## src/rtl/alu_pkg.sv

```systemverilog
// rtl/alu_pkg.sv - shared alu opcodes, flag bit indices and sequencer state encoding
package alu_pkg;

    localparam logic [3:0] OP_OR   = 4'd0;
    localparam logic [3:0] OP_AND  = 4'd1;
    localparam logic [3:0] OP_NAND = 4'd2;
    localparam logic [3:0] OP_NOR  = 4'd3;
    localparam logic [3:0] OP_NOT  = 4'd4;
    localparam logic [3:0] OP_XOR  = 4'd5;
    localparam logic [3:0] OP_ADD  = 4'd6;
    localparam logic [3:0] OP_SUB  = 4'd7;
    localparam logic [3:0] OP_SHL  = 4'd8;
    localparam logic [3:0] OP_SHR  = 4'd9;
    localparam logic [3:0] OP_CMP  = 4'd10;
    localparam logic [3:0] OP_ROTL = 4'd11;
    localparam logic [3:0] OP_ROTR = 4'd12;
    localparam logic [3:0] OP_LAST = OP_ROTR;

    localparam int FLG_CARRY = 0;
    localparam int FLG_NEG   = 1;
    localparam int FLG_ZERO  = 2;
    localparam int FLG_OVF   = 3;

    typedef enum logic [1:0] {
        ST_IDLE = 2'd0,
        ST_EXEC = 2'd1,
        ST_RESP = 2'd2
    } seq_state_e;

endpackage

```

## src/rtl/alu_cmd_sequencer.sv

```systemverilog
// rtl/alu_cmd_sequencer.sv - registers alu commands, waits ALU_LAT cycles, returns result on a ready/valid response
module alu_cmd_sequencer
    import alu_pkg::*;
#(
    parameter int DATA_W  = 32,
    parameter int TAG_W   = 4,
    parameter int ALU_LAT = 1,
    parameter int CNT_W   = 16
) (
    input  logic              clk,
    input  logic              rst,
    input  logic              cmd_valid,
    output logic              cmd_ready,
    input  logic [3:0]        cmd_op,
    input  logic [DATA_W-1:0] cmd_a,
    input  logic [DATA_W-1:0] cmd_b,
    input  logic [TAG_W-1:0]  cmd_tag,
    output logic [DATA_W-1:0] alu_a,
    output logic [DATA_W-1:0] alu_b,
    output logic [3:0]        alu_control,
    input  logic [DATA_W-1:0] alu_y,
    input  logic              alu_carry,
    input  logic              alu_neg,
    input  logic              alu_zero,
    input  logic              alu_ovf,
    output logic              rsp_valid,
    input  logic              rsp_ready,
    output logic [DATA_W-1:0] rsp_y,
    output logic [3:0]        rsp_flags,
    output logic              rsp_err,
    output logic [TAG_W-1:0]  rsp_tag,
    output logic              sticky_ovf,
    input  logic              sticky_clr,
    output logic [CNT_W-1:0]  op_count
);

    localparam logic [3:0] LAT_LOAD = 4'(ALU_LAT - 1);

    seq_state_e        state_q, state_d;
    logic [3:0]        wait_q, wait_d;
    logic [DATA_W-1:0] alu_a_q, alu_a_d;
    logic [DATA_W-1:0] alu_b_q, alu_b_d;
    logic [3:0]        alu_ctrl_q, alu_ctrl_d;
    logic [DATA_W-1:0] rsp_y_q, rsp_y_d;
    logic [3:0]        rsp_flags_q, rsp_flags_d;
    logic              rsp_err_q, rsp_err_d;
    logic [TAG_W-1:0]  rsp_tag_q, rsp_tag_d;
    logic              sticky_q, sticky_d;
    logic [CNT_W-1:0]  op_count_q, op_count_d;

    always_comb begin
        state_d     = state_q;
        wait_d      = wait_q;
        alu_a_d     = alu_a_q;
        alu_b_d     = alu_b_q;
        alu_ctrl_d  = alu_ctrl_q;
        rsp_y_d     = rsp_y_q;
        rsp_flags_d = rsp_flags_q;
        rsp_err_d   = rsp_err_q;
        rsp_tag_d   = rsp_tag_q;
        sticky_d    = sticky_q;
        op_count_d  = op_count_q;
        cmd_ready   = 1'b0;

        // A clear is applied first so a same-cycle ovf handshake below overrides it.
        if (sticky_clr) begin
            sticky_d = 1'b0;
        end

        case (state_q)
            ST_IDLE: begin
                cmd_ready = 1'b1;
            end
            ST_EXEC: begin
                if (wait_q == 4'd0) begin
                    rsp_y_d     = alu_y;
                    rsp_flags_d = {alu_ovf, alu_zero, alu_neg, alu_carry};
                    rsp_err_d   = 1'b0;
                    state_d     = ST_RESP;
                end else begin
                    wait_d = wait_q - 4'd1;
                end
            end
            ST_RESP: begin
                cmd_ready = rsp_ready;
                if (rsp_ready) begin
                    op_count_d = op_count_q + CNT_W'(1);
                    if (rsp_flags_q[FLG_OVF]) begin
                        sticky_d = 1'b1;
                    end
                    state_d = ST_IDLE;
                end
            end
            default: begin
                state_d = ST_IDLE;
            end
        endcase

        // Accepting in RESP overlaps the response handshake, so rsp_* may be reloaded here.
        if (cmd_valid && cmd_ready) begin
            rsp_tag_d = cmd_tag;
            if (cmd_op > OP_LAST) begin
                rsp_err_d   = 1'b1;
                rsp_y_d     = '0;
                rsp_flags_d = 4'd0;
                state_d     = ST_RESP;
            end else begin
                alu_a_d    = cmd_a;
                alu_b_d    = cmd_b;
                alu_ctrl_d = cmd_op;
                wait_d     = LAT_LOAD;
                state_d    = ST_EXEC;
            end
        end
    end

    always_ff @(posedge clk or posedge rst) begin
        if (rst) begin
            state_q     <= ST_IDLE;
            wait_q      <= 4'd0;
            alu_a_q     <= '0;
            alu_b_q     <= '0;
            alu_ctrl_q  <= 4'd0;
            rsp_y_q     <= '0;
            rsp_flags_q <= 4'd0;
            rsp_err_q   <= 1'b0;
            rsp_tag_q   <= '0;
            sticky_q    <= 1'b0;
            op_count_q  <= '0;
        end else begin
            state_q     <= state_d;
            wait_q      <= wait_d;
            alu_a_q     <= alu_a_d;
            alu_b_q     <= alu_b_d;
            alu_ctrl_q  <= alu_ctrl_d;
            rsp_y_q     <= rsp_y_d;
            rsp_flags_q <= rsp_flags_d;
            rsp_err_q   <= rsp_err_d;
            rsp_tag_q   <= rsp_tag_d;
            sticky_q    <= sticky_d;
            op_count_q  <= op_count_d;
        end
    end

    assign alu_a       = alu_a_q;
    assign alu_b       = alu_b_q;
    assign alu_control = alu_ctrl_q;
    assign rsp_valid   = (state_q == ST_RESP);
    assign rsp_y       = rsp_y_q;
    assign rsp_flags   = rsp_flags_q;
    assign rsp_err     = rsp_err_q;
    assign rsp_tag     = rsp_tag_q;
    assign sticky_ovf  = sticky_q;
    assign op_count    = op_count_q;

endmodule
```

## config.mk

```make
export PLATFORM = sky130hd
export DESIGN_NAME = alu_cmd_sequencer
export DESIGN_NICKNAME = d
export VERILOG_FILES = /design/src/rtl/alu_pkg.sv /design/src/rtl/alu_cmd_sequencer.sv
export SDC_FILE = /design/constraint.sdc
export NUM_CORES = 1
export LEC_CHECK = 0
export CAP_MARGIN = 0
export CORE_MARGIN = 2
export CORE_UTILIZATION = 42
export CTS_CLUSTER_SIZE = 28
export DETAILED_ROUTE_END_ITERATION = 7
export PLACE_DENSITY = 0.78
export SYNTH_ARGS = -nofsm -noshare
export SYNTH_HDL_FRONTEND = slang
export SYNTH_SLANG_ARGS = --single-unit
```

## constraint.sdc

```tcl
create_clock -name clk -period 6.18 [get_ports clk]
set_input_delay 1.854 -clock clk [delete_from_list [all_inputs] [get_ports clk]]
set_output_delay 1.854 -clock clk [all_outputs]
set_load 0.01 [all_outputs]
```

==> results of run 1 <==
[worst max-delay path, cell delays in order]
cell             delay, ps
clkdlybuf4s50_1        580
nor2b_4                 70
nor2_1                 100
clkdlybuf4s50_1        550
[worst paths after layout]
| path | from | end | slack [ps] | cells after the start |
|---|---|---|---|---|
| setup / recovery | rsp_ready | cmd_ready | 1170 | 4 |
| hold / removal | op_count[15] | op_count[15] | 480 | 1 |
| setup reg to reg | state_q[1] | alu_a[10] | 3480 | 5 |
| hold reg to reg | op_count[15] | op_count[15] | 480 | 1 |
| max in group asynchronous | rst | rsp_y[16] | 3370 | 3 |
| min in group asynchronous | rst | alu_b[6] | 1960 | 2 |
[layer usage]
metal | GRT usage (%) | part of all wire, % | up-vias
met5 | 0 | 0 | -
met4 | 9.08 | 2.5 | 0
met3 | 8.01 | 8.0 | 27
met2 | 35.8 | 49 | 170
met1 | 25.7 | 40 | 1993
li1 | - | - | 1870
[area by class of cell]
class / count / area [µm²] / share of cell area (%)
clock buffers: 26 / 519 / 6.05
multi-input cells: 253 / 2000 / 23.3
well taps: 172 / 215 / 2.51
clock inverters: 4 / 45.0 / 0.524
inverters: 6 / 25.0 / 0.291
repair buffers: 244 / 2480 / 28.8
flip-flops and latches: 132 / 3300 / 38.5
[logic make-up (layout without fill, tap and decap cells)]
kind of cell / after synthesis / count (layout) / share of synthesized area (%)
AOI/OAI and AO/OA: 47 / 47 / 4.69
xor gates and xnor gates: 17 / 17 / 2.70
adders and majority gates: 3 / 3 / 0.680
buffers and inverters: 26 / 280 / 3.99
DFF: 132 / 132 / 59.8
muxes: 71 / 71 / 18.6
and+or+nand+nor: 115 / 115 / 9.60
[power breakdown]
part           total, mW  switching, mW  internal (mW)
Combinational       1.83          0.703           1.13
Sequential          1.48          0.239           1.24
Clock              0.959          0.348          0.611
[placed cells by master (no fill, tap or decap), types with 2 or more instances in the layout]
master,n
mux2_2,7
mux2_4,60
xnor2_1,13
ha_1,3
a21oi_1,38
nand4_1,3
o22ai_1,2
nor3_1,2
clkbuf_8,6
clkinv_2,3
and3_1,3
nor2_1,7
nand2_1,80
and4_1,2
inv_1,5
clkbuf_1,3
dfrtp_1,132
clkbuf_16,17
mux2_1,4
nor2b_1,2
nand3_1,4
buf_12,2
clkdlybuf4s50_1,240
o22a_1,2
xor2_1,4
[sequential cells by signal, summed over array words and instances, names as in the netlist]
name / count
alu_a: 32
alu_b: 32
rsp_y: 32
op_count: 16
alu_control: 4
rsp_flags: 4
rsp_tag: 4
wait_q: 4
state_q: 2
rsp_err: 1
sticky_ovf: 1
[metrics by stage]
step | instance area (µm²) | setup slack (ps) | utilization (%)
final | 8590 | 1170 | 67.5
after global routing | 8590 | 1110 | 67.5
after CTS | 8560 | 1190 | 67.3
after detailed placement | 8000 | 1200 | 62.9
after global placement | 8000 | 1230 | 62.9
after floorplan | 5520 | 800 | -
==> reports/results.ini, run 1 <==
[clocking]
numCtsBuffers = 17
cts_max_level = 4
path_clk_slew_ps = 60
cts-root-buf = clkbuf_16
clock_path_buffers = 2
clkLatencyLatePin_ps = 420
clkSinkCount = 132
cts_tree = yes
post_cts_buffers = 0
hold_buffers = 0
ctsResizeCount = 0

[detailed_routing]
via_per_inst = 4.85
routedWlPerCell_um = 17.8
first_iter_violations = 215
drc = 0
vias = 4060
ant_nets = 0
drt_first_pass_iters = 4
wl_mm = 14.9

[yosys]
dominantRegCellSynth = dfrtp_1
synth_cell_types = 40
yosysTopAreaCell = dfrtp_1
yosysWarnings = 0
syn_area_per_cell_um2 = 13.4
ys_ff_latch = 132
synth_nets = 527
synth.area.top_cells = dfrtp_1 60%, mux2_4 16%, nand2_1 5.4%, a21oi_1 3.4%, buf_12 2.2%
synth_cells = 411
synth_edf_count = 0
synth_common_cells = 132 x dfrtp_1, 80 x nand2_1, 60 x mux2_4
synth-async-reset-ratio_pct = 100
synth_top_area_share_pct = 59.8
seq_area_frac_synth_pct = 59.8
yosysMostFrequentCell = dfrtp_1
syn-cell-area_mm2 = 0.00552

[placement]
dpl.cell_count = 806
gp_congestion = 0.804
dp_hpwl_mm = 10.7
io_buffers = 240

[sta]
period_share_pct = 81.0
setup_violations = 0
period_minus_slack_ps = 5010
fmax_ghz = 0.200
hold_violations = 0
rsz0062_at_grt = false
drv_slew = 0
clock_skew_ps = 7.81
worst_pin_slew_ps = 1260
slew_headroom_pct = 15.9
hold_ws_ps = 478
finalSetupTns_ps = 0

[finish]
layout.cells.non_filler = 837
diodes = 0
final_layout_size_suffix_gt1_share_pct = 15.6
fin_nets = 770
fillers = 968
areaGrowthSynthToFinish_pct = 55.5

[flow_run]
maxCapViolations = 0

[floorplan]
fp.dieArea_mm2 = 0.0141
initial_core_util_pct = 43.4
row_count = 41
ios = 241
die_height_um = 119
core_mm2 = 0.0127
fp.dieW_um = 119

[grt]
antenna_found_initial = 0
grt_use_total_pct = 21.8
grt_pass1_wl_mm = 23.8
grt-ovfl-total = 0
grt_max_degree = 68
grt_pass1_vias = 4377

[pwr]
power.total_mw = 4.27
p_per_area_mw_per_mm2 = 497
ir_drop_mv = 0.240
leakage_nw = 3.74

[critical_path]
cp-end-kind = primary output
cp-start-kind = input port
crit_fanout = 3
path_class = input port to primary output
required_ps = 4330
worstPathArrival_ps = 3150

[outcome]
status = finished clean

[worst_hold_path]
min_path_type = flop to flop

No activity file was read; power rests on OpenSTA's default activity.
==> run 2, diff against run 1 <==
CORE_UTILIZATION = 38   (was 42)
PLACE_DENSITY = 0.74   (was 0.78)
clock period = 4.1 ns   (was 6.18 ns; I/O delays follow)
==> run 2 against run 1 <==
Net effect:
- global-route usage down 3.3 points
- cell count up 2.5%
- total power increased by 54%
- register-to-register slack lost 2000 ps
- hold slack better by 9.5 ps
- clock power increased by 67%
- combinational power is 50% higher
- routed wire length decreased by 6.4%
- sequential power rose by 49%
- first-iteration DRC count down 21%
- utilization down 6.8 points
- non-clock buffer count up 8
- critical path type unchanged
- critical endpoint unchanged
- largest power group unchanged
==> reports/results.ini, run 2 (same netlist as run 1, synthesis figures left out) <==
[outcome]
status = finished clean

[finish]
final_cell_mix = 240 x clkdlybuf4s50_1, 132 x dfrtp_1, 80 x nand2_1, 60 x mux2_4, 38 x a21oi_1
areaGrowthSynthToFinish_pct = 57.8
final_common_cell = clkdlybuf4s50_1
fin_nets = 778  ; +1.0%
diodes = 0  ; unchanged
final_layout_size_suffix_gt1_share_pct = 16.9  ; +1.3 points
final_util_pct = 60.7  ; -6.8 points
layout.cells.non_filler = 858  ; +2.5%

[detailed_routing]
drc = 0  ; unchanged
wl_met2_mm = 6.88  ; -6.8%
wl_met3_mm = 1.13  ; -5.5%
ant_nets = 0  ; unchanged
drt_first_pass_iters = 5  ; +1
vias = 4094  ; +0.84%
wl_mm = 14.0  ; -6.4%
top_layer_used = met4
via_per_inst = 4.77  ; -1.6%
routedWlPerCell_um = 16.3  ; -8.7%
first_iter_violations = 169  ; -21%
routedLengthMet1_mm = 5.77  ; -3.5%

[sta]
finalSetupTns_ps = 0  ; unchanged
fmax_ghz = 0.270
rsz0062_at_grt = false
setup_violations = 0  ; unchanged
slew_headroom_pct = 13.4  ; -2.5 points
clock_skew_ps = 9.37  ; +1.56 ps
worst_pin_slew_ps = 1300  ; +40.7 ps
hold_violations = 0  ; unchanged
setup_ws_ps = 397  ; -774 ps
period_minus_slack_ps = 3700
drv_slew = 0  ; unchanged
period_share_pct = 90.3

[critical_path]
r2r_slack_ps = 1510  ; -1970 ps
path_class = input port to primary output
cp-end-kind = primary output
cp_cell_sequence = clkdlybuf4s50_1 -> nor2b_4 -> nor2_1 -> clkdlybuf4s50_1
cpMostUsedCell = clkdlybuf4s50_1
cpLargestDelayFamily = buffers and inverters
cp-start-kind = input port
critical_path_depth = 4  ; unchanged
reg2reg_depth = 6  ; +1
crit_slowest_cell = clkdlybuf4s50_1
critPathBufInv = 2  ; unchanged
required_ps = 2870  ; -1460 ps
crit_fanout = 3  ; unchanged
worstPathArrival_ps = 2470  ; -680 ps
slowest_delay_ps = 550  ; -30 ps

[grt]
grt_pass1_vias = 4341  ; -0.82%
grt-ovfl-total = 0  ; unchanged
grt_pass1_wl_mm = 22.9  ; -4.0%
grt_max_degree = 76  ; +12%
antenna_found_initial = 0  ; unchanged
grt_use_total_pct = 18.5  ; -3.3 points

[clocking]
hold_buffers = 0  ; unchanged
ctsResizeCount = 0  ; unchanged
cts-root-buf = clkbuf_16
clock_path_buffers = 2  ; unchanged
cts_max_level = 4  ; unchanged
clkSinkCount = 132  ; unchanged
post_cts_buffers = 0  ; unchanged
clkLatencyLatePin_ps = 410  ; about the same
cts_tree = yes
path_clk_slew_ps = 60  ; about the same
numCtsBuffers = 17  ; unchanged

[floorplan]
fp.dieW_um = 125  ; +5.0%
initial_core_util_pct = 38.4  ; -5.0 points
core_mm2 = 0.0144  ; +13%
row_count = 44  ; +7.3%
die_height_um = 125  ; +5.0%
ios = 241  ; unchanged
fp.dieArea_mm2 = 0.0155  ; +10%

[worst_hold_path]
min_path_type = flop to flop
hold_path_depth = 1  ; unchanged

[pwr]
ir_drop_mv = 0.425  ; +77%
p_per_area_mw_per_mm2 = 752  ; +51%
leakage_nw = 3.80  ; +1.5%
power.total_mw = 6.56  ; +54%

[placement]
io_buffers = 240  ; unchanged
gp_congestion = 0.798  ; -0.75%
dp_hpwl_mm = 10.2  ; -4.8%
dpl.cell_count = 827  ; +2.6%
place_ws_ps = 387  ; -813 ps

[flow_run]
maxCapViolations = 0  ; unchanged

==> run 2: worst register-to-register path, cell delays in order, from the launching register on <==
cell and delay (ps):
dfrtp_1 410, inv_1 90, ha_1 170, nor3b_1 400, and2_1 1070, nand2_1 180
a21oi_1 190
==> run 2: final cells by class <==
type / count / area (µm²)
Clock buffer: 22 / 474
Clock inverter: 9 / 151
Fill cell: 1062 / 5650
Inverter: 6 / 26.3
Multi-Input combinational cell: 253 / 2000
Sequential cell: 132 / 3300
Tap cell: 184 / 230
Timing Repair Buffer: 252 / 2530
==> run 2: report_power, final <==
group	switching [mW]	total (mW)	internal [mW]
logic	1.03	2.74	1.71
clock network	0.542	1.60	1.06
registers	0.346	2.21	1.87
==> run 2: layer usage <==
metal  vias to the layer above  GRT usage [%]
li1                       1886              -
met1                      2017           22.4
met2                       174           30.4
met3                        17           7.82
met4                         0           5.22
met5                         -              0
==> run 2: stage by stage <==
stage | cell area, µm² | hold WS (ps)
2_1_floorplan | 5530 | 508
3_3_place_gp | 8090 | 465
3_5_place_dp | 8090 | 481
4_1_cts | 8720 | 493
5_1_grt | 8720 | 509
6_report | 8720 | 487
==> run 2: worst paths after layout <==
check | start | endpoint
setup / recovery | rsp_ready | cmd_ready
hold / removal | op_count[15] | op_count[15]
setup reg to reg | wait_q[0] | rsp_y[29]
hold reg to reg | op_count[15] | op_count[15]
max in group asynchronous | rst | op_count[1]
min in group asynchronous | rst | alu_a[31]
==> run 3, diff against run 2 <==
ABC_AREA = 1   (was not set)
CORE_UTILIZATION = 35   (was 38)
PLACE_DENSITY = 0.7   (was 0.74)
==> run 3 against run 2 <==
Net effect:
- synthesized area fell by 2.7%
- sequential power barely moved
- fmax up 1.1%
- sequential share of layout area is 0.92 points higher
- global-route usage decreased by 0.50 points
- design area fell by 2.4%
- utilization fell by 4.3 points
- via count up 15%
- register-to-register slack better by 470 ps
- clock power is 9% lower
- clock skew hardly changed
- synthesized cell count grew 47%
==> reports/results.ini, run 3 <==
[outcome]
status = finished clean

[yosys]
synth_cells = 604  ; +47%
dominantRegCellSynth = dfrtp_1
synth_common_cells = 243 x nand2_1, 132 x dfrtp_1, 95 x nor2_1
yosysMostFrequentCell = nand2_1
synth_nets = 720  ; +37%
yosysTopAreaCell = dfrtp_1
synth_edf_count = 0  ; unchanged
syn_area_per_cell_um2 = 8.90  ; -34%
syn-cell-area_mm2 = 0.00538  ; -2.7%
synth-async-reset-ratio_pct = 100  ; unchanged
synth_cell_types = 28  ; -30%
ys_ff_latch = 132  ; unchanged
yosysWarnings = 0  ; unchanged
synth.area.top_cells = dfrtp_1 61%, nand2_1 17%, nor2_1 6.6%, nor3_1 3.4%, buf_2 1.6%
synth_top_area_share_pct = 61.4  ; +1.6 points
seq_area_frac_synth_pct = 61.4  ; +1.6 points

[clocking]
cts_max_level = 4  ; unchanged
cts-root-buf = clkbuf_16
ctsResizeCount = 0  ; unchanged
cts_tree = yes
hold_buffers = 0  ; unchanged
path_clk_slew_ps = 50  ; about the same
numCtsBuffers = 17  ; unchanged
clkSinkCount = 132  ; unchanged
clock_path_buffers = 2  ; unchanged
post_cts_buffers = 0  ; unchanged
clkLatencyLatePin_ps = 420  ; about the same

[detailed_routing]
drc = 0  ; unchanged
ant_nets = 0  ; unchanged
routedWlPerCell_um = 13.6  ; -16%
wl_mm = 14.3  ; +2.0%
via_per_inst = 4.50  ; -5.7%
first_iter_violations = 186  ; +10%
vias = 4709  ; +15%
drt_first_pass_iters = 4  ; -1

[floorplan]
die_height_um = 128  ; +2.7%
fp.dieArea_mm2 = 0.0164  ; +5.5%
initial_core_util_pct = 35.6  ; -2.8 points
row_count = 45  ; +2.3%
core_mm2 = 0.0151  ; +5.0%
fp.dieW_um = 128  ; +2.7%
ios = 241  ; unchanged

[sta]
fmax_ghz = 0.273  ; +1.1%
slew_headroom_pct = 36.1  ; +23 points
hold_violations = 0  ; unchanged
setup_ws_ps = 436  ; +38.6 ps
period_share_pct = 89.4  ; -0.94 points
drv_slew = 0  ; unchanged
setup_violations = 0  ; unchanged
worst_pin_slew_ps = 952  ; -347 ps
rsz0062_at_grt = false
finalSetupTns_ps = 0  ; unchanged
clock_skew_ps = 9.39  ; +0.0219 ps
period_minus_slack_ps = 3660  ; -38.6 ps

[grt]
grt-ovfl-total = 0  ; unchanged
grt_pass1_vias = 4683  ; +7.9%
antenna_found_initial = 0  ; unchanged
globalRouteMet1Util_pct = 21.7  ; -0.64 points
grt_max_degree = 70  ; -7.9%
grt_pass1_wl_mm = 23.2  ; +1.5%
grt_use_total_pct = 18.0  ; -0.50 points
grt-busiest-layer = met2
grt_util_met2_pct = 27.9  ; -2.5 points
grtUsageMet3_pct = 9.27  ; +1.4 points

[worst_hold_path]
min_path_type = flop to flop
hp-start = alu_b[28]

[critical_path]
cp-end-kind = primary output
path_class = input port to primary output
crit_fanout = 2  ; -1
worstPathArrival_ps = 2430  ; -40 ps
required_ps = 2870  ; about the same
slowest_delay_ps = 530  ; -20 ps
cp-start-kind = input port
cp_cell_sequence = clkdlybuf4s50_1 -> nand3_2 -> nand2_1 -> clkdlybuf4s50_1
cp-startpoint = rsp_ready
reg2reg_from = wait_q[0]
crit_slowest_cell = clkdlybuf4s50_1
cpMostUsedCell = clkdlybuf4s50_1

[pwr]
p_sw_share_pct = 33.6  ; +4.3 points
ir_drop_mv = 0.360  ; -15%
clockPowerShare_pct = 23.2  ; -1.2 points
p_per_area_mw_per_mm2 = 736  ; -2.1%
intPower_mw = 4.16  ; -10%
seqPwrFrac_pct = 35.4  ; +1.7 points
switchingPower_mw = 2.11  ; +9.7%
leakage_nw = 4.00  ; +5.3%
power_frac_comb_pct = 41.4  ; -0.4 points

[finish]
diodes = 0  ; unchanged
fin_nets = 963  ; +24%
areaGrowthSynthToFinish_pct = 58.3
final_cell_mix = 243 x nand2_1, 240 x clkdlybuf4s50_1, 132 x dfrtp_1, 95 x nor2_1, 36 x nor3_1
final_layout_size_suffix_gt1_share_pct = 5.82  ; -11 points
final_common_cell = nand2_1

[placement]
io_buffers = 240  ; unchanged
place_ws_ps = 447  ; +59.6 ps
gp_congestion = 0.763  ; -4.3%
dp_hpwl_mm = 9.82  ; -3.8%

[flow_run]
maxCapViolations = 0  ; unchanged

-- run 3: path summary, 6_finish.rpt --
path	endpoint	depth (start not counted)	slack, ps
min in group asynchronous	alu_b[24]	2	1170
max in group asynchronous	rsp_tag[0]	3	2240
hold reg to reg	alu_b[28]	2	470
hold / removal	alu_b[28]	2	470
setup / recovery	cmd_ready	4	440
setup reg to reg	rsp_y[26]	8	1980
-- run 3: layer usage --
layer  up-vias  routed length (µm)
met5         -                   0
li1       2348                   -
met3        19                1540
met4         0                 203
met1      2160                6110
met2       182                6400
-- run 3: kinds of logic after synthesis --
logic type | count (synthesis) | synth area share [%]
xor+xnor | 15 | 2.44
buf+inv | 47 | 4.17
compound gates | 10 | 1.02
flops | 132 | 61.4
fa+ha+maj | 3 | 0.698
simple gates | 397 | 30.2
-- run 3: power by group through the flow --
stage	Clock [mW]	Sequential, mW	Combinational [mW]
after global placement	0	2.21	2.60
after detailed placement	0	2.23	2.63
after floorplan	0	2.47	0.888
after global routing	1.56	2.29	2.87
final	1.45	2.22	2.60
after CTS	1.49	2.22	2.64
-- run 3: stage by stage --
stage	cells	util, %	instance area (µm²)	hold WS [ps]	total power [mW]
6_report	1047	56.4	8510	465	6.27
5_1_grt	1047	56.4	8510	481	6.72
3_3_place_gp	1016	52.7	7950	448	4.81
3_5_place_dp	1016	52.7	7950	457	4.86
2_1_floorplan	604	-	5380	433	3.36
4_1_cts	1047	56.4	8510	465	6.36
-- run 3: layout make-up --
| class | instances | area, µm² |
|---|---|---|
| Inverter | 23 | 90.1 |
| Tap cell | 188 | 235 |
| Multi-Input combinational cell | 425 | 1850 |
| Sequential cell | 132 | 3300 |
| Clock inverter | 10 | 109 |
| Timing Repair Buffer | 248 | 2470 |
| Fill cell | 1371 | 6580 |
| Clock buffer | 21 | 450 |
-- run 3: worst max-delay path: cells and delay by family --
family / cells / cell delay [ps]
buf+inv: 2 / 1040
simple gates: 2 / 160
